`src/rtl/hamming_tx.sv`:
```
// Hamming(7,4) encoder feeding a UART-style serial transmitter (start, 7 code bits MSB first, stop).
// Optional single-bit error injection on the latched codeword.
module hamming_tx #(
    parameter int unsigned CLKS_PER_BIT = 16
) (
    input  logic       clk,
    input  logic       rst,
    input  logic [3:0] data_i,
    input  logic       data_valid_i,
    input  logic [2:0] err_pos_i,
    output logic       data_ready_o,
    output logic       tx_o,
    output logic       busy_o,
    output logic [6:0] code_out_o
);

    localparam int unsigned CNT_W  = (CLKS_PER_BIT > 1) ? $clog2(CLKS_PER_BIT) : 1;
    localparam int unsigned CODE_W = 7;
    localparam int unsigned BIT_W  = 3;

    typedef enum logic [1:0] {
        IDLE,
        START,
        DATA,
        STOP
    } state_t;

    state_t              state_q, state_d;
    logic [CNT_W-1:0]    cnt_q, cnt_d;
    logic [BIT_W-1:0]    bit_q, bit_d;
    logic [CODE_W-1:0]   shift_q, shift_d;
    logic [CODE_W-1:0]   code_q, code_d;
    logic                tx_q, tx_d;
    logic                ready_q, ready_d;
    logic                busy_q, busy_d;

    logic [CODE_W-1:0]   clean_code_c;
    logic [CODE_W-1:0]   flip_mask_c;
    logic [CODE_W-1:0]   inj_code_c;
    logic                bit_end_c;

    // Parity is always computed on the clean nibble; injection is applied afterwards.
    always_comb begin
        clean_code_c = {data_i,
                        data_i[3] ^ data_i[2] ^ data_i[1],
                        data_i[3] ^ data_i[2] ^ data_i[0],
                        data_i[3] ^ data_i[1] ^ data_i[0]};
        flip_mask_c  = '0;
        if (err_pos_i != 3'd0) begin
            flip_mask_c = CODE_W'(1) << (err_pos_i - 3'd1);
        end
        inj_code_c   = clean_code_c ^ flip_mask_c;
    end

    assign bit_end_c = (cnt_q == CNT_W'(CLKS_PER_BIT - 1));

    always_comb begin
        state_d = state_q;
        cnt_d   = cnt_q;
        bit_d   = bit_q;
        shift_d = shift_q;
        code_d  = code_q;
        tx_d    = 1'b1;
        ready_d = 1'b0;
        busy_d  = 1'b1;

        case (state_q)
            IDLE: begin
                if (data_valid_i) begin
                    state_d = START;
                    cnt_d   = '0;
                    bit_d   = '0;
                    shift_d = inj_code_c;
                    code_d  = inj_code_c;
                end
            end
            START: begin
                if (bit_end_c) begin
                    state_d = DATA;
                    cnt_d   = '0;
                end else begin
                    cnt_d = cnt_q + CNT_W'(1);
                end
            end
            DATA: begin
                if (bit_end_c) begin
                    cnt_d = '0;
                    if (bit_q == BIT_W'(CODE_W - 1)) begin
                        state_d = STOP;
                        bit_d   = '0;
                    end else begin
                        bit_d   = bit_q + BIT_W'(1);
                        shift_d = {shift_q[CODE_W-2:0], 1'b0};
                    end
                end else begin
                    cnt_d = cnt_q + CNT_W'(1);
                end
            end
            STOP: begin
                if (bit_end_c) begin
                    state_d = IDLE;
                    cnt_d   = '0;
                end else begin
                    cnt_d = cnt_q + CNT_W'(1);
                end
            end
            default: begin
                state_d = IDLE;
                cnt_d   = '0;
                bit_d   = '0;
            end
        endcase

        // Outputs are decoded from the next state so the registered versions line up with it.
        case (state_d)
            IDLE:    begin tx_d = 1'b1;            ready_d = 1'b1; busy_d = 1'b0; end
            START:   tx_d = 1'b0;
            DATA:    tx_d = shift_d[CODE_W-1];
            default: tx_d = 1'b1;
        endcase
    end

    always_ff @(posedge clk or posedge rst) begin
        if (rst) begin
            state_q <= IDLE;
            cnt_q   <= '0;
            bit_q   <= '0;
            shift_q <= '0;
            code_q  <= '0;
            tx_q    <= 1'b1;
            ready_q <= 1'b1;
            busy_q  <= 1'b0;
        end else begin
            state_q <= state_d;
            cnt_q   <= cnt_d;
            bit_q   <= bit_d;
            shift_q <= shift_d;
            code_q  <= code_d;
            tx_q    <= tx_d;
            ready_q <= ready_d;
            busy_q  <= busy_d;
        end
    end

    assign tx_o         = tx_q;
    assign data_ready_o = ready_q;
    assign busy_o       = busy_q;
    assign code_out_o   = code_q;

endmodule
```
`config.mk`:
```
export PLATFORM = sky130hd
export DESIGN_NAME = hamming_tx
export DESIGN_NICKNAME = d
export VERILOG_FILES = /design/src/rtl/hamming_tx.sv
export SDC_FILE = /design/constraint.sdc
export NUM_CORES = 1
export LEC_CHECK = 0
export ABC_AREA = 0
export CAP_MARGIN = 20
export CORE_ASPECT_RATIO = 1.75
export CORE_MARGIN = 2
export CORE_UTILIZATION = 40
export CTS_CLUSTER_SIZE = 30
export DETAILED_ROUTE_END_ITERATION = 6
export PLACE_DENSITY_LB_ADDON = 0.15
export SYNTH_ARGS = -nofsm -noshare
export SYNTH_HDL_FRONTEND = slang
export SYNTH_SLANG_ARGS = --single-unit
```
`constraint.sdc`:
```
create_clock -name clk -period 4.2 [get_ports clk]
set_input_delay 0.63 -clock clk [delete_from_list [all_inputs] [get_ports clk]]
set_output_delay 0.63 -clock clk [all_outputs]
set_load 0.03 [all_outputs]
```
# == Word level (Yosys, flattened, before mapping) ==
# Cells that the tools add are included.
# W data, S select, Z words.
# word_totals
input_bits,10
out_inout_bits,10
elab_cells,58
register_bits,26
# op_classes
addsub,3
n_bitwise,6
n_shift,1
eq_ne,10
n_mux,21
n_reduce_logical,8
# op_table
operator,count
$mux W7,4
$pmux W7 S2,1
$mux W2,5
$mux W3,3
$mux W4,2
$pmux W2 S4,1
$pmux W4 S2,1
$shl A1 B3 Y7 const A,1
$xor A7 B7 Y7,1
$eq A2 B2 Y1 const B,3
$ne A2 B2 Y1 const B,3
$pmux W3 S2,1
$xor A1 B1 Y1,5
$add A4 B1 Y4 const B,1
$eq A2 B1 Y1 const B,2
$eq A4 B4 Y1 const B,1
$logic_not A2 Y1,2
$reduce_and A4 Y1,1
$add A3 B1 Y3 const B,1
$eq A3 B3 Y1 const B,1
$reduce_and A3 Y1,1
$reduce_bool A3 Y1,1
$reduce_or A3 Y1,1
$sub A3 B1 Y3 const B,1
other kinds (4),5

# == Depth between registers and ports, before layout ==
# logic_depth
depth_word,7
depth_mapped,6
depth_no_buf,5

# == Least setup slack after synthesis ==
# No wires, ideal clock.
# synth_path
path_kind,input to register
from,input data_valid_i
to,register shift_q[5]
path_stages,5
arrival_time_ps,1387
slack_ps,2686
path_buffers,1
t_required_ps,4073
setup_ps,127
cell_sequence,nor2b_1 nand2_1 buf_2 nor2_1 a221o_2
# synth_between
elab_chain_len,2
# synth_rtl
element,line_no,rtl
"start, declared",9,"input logic data_valid_i,"
$ne A2 B2 Y1 (no source line),--,
$reduce_and A4 Y1 (no source line),--,
"end signal, assigned",137,shift_q <= shift_d;
"end, declared",31,"logic [CODE_W-1:0] shift_q, shift_d;"
# No other way between the ends.
# A chain may end at the register's enable or synchronous reset.

# == Final worst setup path ==
# layout_path
from,register ready_q (netlist: data_ready_o)
to,output data_ready_o
# layout_rtl
element,line_no,rtl
"start, declared",34,"logic ready_q, ready_d;"
"start signal, assigned",140,ready_q <= ready_d;
"end, declared",11,"output logic data_ready_o,"
# No word-level cell between the ends.

==> impl_results.md <==
* Status: finished, final reports clean
* Post-synth EDFFs at 0
* Synthesized cell area at 0.00136 mm2
* Worst setup SP type: flop
* Post-DP HPWL at 2230 um
* First-pass GRT wire length at 4800 um
* Fin. max-slew vios at 0
* Reg2Reg Launch Point: cnt_q[0]
* Net Count, Synth at 136
* Post-route ant nets at 0
* CP top delay family: buffers and inverters
* Initial drt markers at 15
* Capture point of the worst path: data_ready_o
* Synthesized instance count at 125
* Most used DFF post-synth: dfrtp_1
* FFs w/ async S/R, synth at 1.00
* Hold path start: code_out_o[4]
* Initial Util at 0.411
* WL/cell at 15.1 um
* Post-CTS Setup Inserts at 0
* Die height at 81.0 um
* Worst skew pair latency at 0.27 ns
* Skew final at 0.00613 ns
* P_leak at 0.000732 uW
* R2R Setup Slk at 2.49 ns
* GPL Wtd Cong at 0.758
* Hold Vio Cnt, Final at 0
* Resized cells post-CTS at 0
* Max Buffers Root-to-Sink at 2
* Port bufs at 19
* Largest area contributor in the netlist: dfrtp_1
* CTS tree: yes
* Placed insts at 187
* Layout overhead on the synthesized area at 24.7%
* Total Routing Usage GR at 0.174
* H-tree depth at 1
* Crit path kind: reg -> out
* Slew HR at 0.719
* Worst Setup End Kind: output pin
* Critical R2R Capture: tx_o
* Final net count at 159
* Drt pass-1 iters at 4
* Req. time, crit path at 3.57 ns
* Overflow after GRT at 0
* Peak Freq at 479 MHz
* Finished Layout Cells at 192
* Hold Path Class: reg -> reg
* Number of synthesized register bits at 26
* PnR worst setup slack at 2.11 ns
* DRT Wirelength at 2900 um
* Worst Path Max Fanout at 1
* # rows at 28
* Synth top area share at 0.443
* Worst-path clk slew at 0.09 ns
* Pwr dens at 651 mW/mm2
* CP startpoint: data_ready_o
* Synth unique cells at 39
* Initial antenna violation count at 0
* WHS at 0.480 ns
* Num CTS Buffers at 3
* Full die area at 0.00389 mm2
* Die Wd at 48.0 um
* Pre-CTS WS at 1.97 ns
* Slowest cell on the critical path: clkdlybuf4s50_1
* Synth Area per Inst at 10.8 um2
* Root buffer cell: clkbuf_8
* Setup TNS at 0 ns
* Fin util at 0.513
* Top-count cell post-synth: dfrtp_1
* R2r worst-path depth at 5
* CP max stage delay at 0.66 ns
* DR vias at 1019
* # IOs at 20
* Worst EP arrival at 1.46 ns
* Post-synthesis sequential area ratio at 0.482
* DRC at 0
* RSZ-0062 raised after global routing: false
* Core area at 0.00329 mm2
* Share of layout cells above drive strength 1 at 0.122
* Synth top cells by count: dfrtp_1 (24), nand2_1 (17), nor2_1 (8)
* Max-cap violations at 0
* Largest net degree at the start of global routing at 27
* Buffers & Inverters on Critical Path at 1
* Ant. Diodes at 0
* Vias per cell at 5.31
* Crit path depth at 1
* Sink Count at 26
* Period minus WS final at 2.09 ns
* Number of global-route vias before repair at 1068
* Ranking of synthesized cells by area: dfrtp_1 (44%), xnor3_1 (5.0%), nand2_1 (4.7%)
* CP cell instances: clkdlybuf4s50_1
* Synthesis Warnings at 0
* Final worst-path cycle share at 0.497
* Setup violators final at 0
* Slew @ Worst Pin at 0.422 ns
* Worst vdd ir at 0.000289 V
* Hold_buf cts at 0
sequential cells by signal, indices dropped and copies added, names as in the netlist:
register	cells
data_ready_o	1
shift_q	7
busy_o	1
tx_o	1
bit_q	3
code_out_o	7
cnt_q	4
state_q	2
report_power, final:
part	switching, uW	internal (uW)
logic	224	197
registers	107	364
clock network	79.5	128
total	411	689
metrics by stage:
| stage | total power [uW] | instance area (um2) |
|---|---|---|
| 6_report | 1100 | 1690 |
| 5_1_grt | 1180 | 1690 |
| 4_1_cts | 1110 | 1660 |
| 3_5_place_dp | 899 | 1590 |
| 3_3_place_gp | 884 | 1590 |
| 2_1_floorplan | 741 | 1360 |
cell type report:
type                       count  area (um2)
fill                         323        1600
multi-input combinational     92         673
sequential                    26         653
timing repair buffer          20         218
tap                           45        56.3
clock buffer                   3        41.3
clock inverter                 1        30.0
inverter                       5        18.8
logic make-up after synthesis:
family / synth area share
buffers and inverters: 0.0212
AO/OA/AOI/OAI: 0.174
flip-flops: 0.482
multiplexers: 0.0148
XOR/XNOR: 0.102
AND/OR/NAND/NOR: 0.198
adder cells (fa/ha/maj): 0.00923
cell usage in the layout, fill, tap and decap left out, drive strengths merged, types with 3 or more instances in the layout:
| master | instances |
|---|---|
| nand3b | 4 |
| xor2 | 5 |
| nand3 | 3 |
| nor2 | 8 |
| clkdlybuf4s50 | 19 |
| xnor2 | 3 |
| xnor3 | 3 |
| nand2b | 3 |
| clkbuf | 3 |
| a21o | 5 |
| inv | 5 |
| a22oi | 3 |
| nand4 | 4 |
| nor3b | 3 |
| o21ai | 6 |
| dfrtp | 24 |
| a221o | 3 |
| nand2 | 17 |
routing by layer:
metal / GRT usage / vias up / routed length (um)
met3: 0.0200 / 8 / 51
met2: 0.325 / 18 / 1720
met4: 0.0865 / 0 / 74
met5: 0 / - / 0
li1: - / 492 / -
met1: 0.172 / 501 / 1050
worst min path at each step:
stage | end | slack (ns) | cells past startpoint
CTS | code_out_o[4] | 0.49 | 1
floorplan | shift_q[0] | 0.45 | 1
global placement | code_out_o[4] | 0.46 | 1
global route | code_out_o[3] | 0.52 | 1
finish | code_out_o[4] | 0.48 | 1
detailed placement | code_out_o[1] | 0.46 | 2
Note: power is estimated with default switching activity, not from simulation.
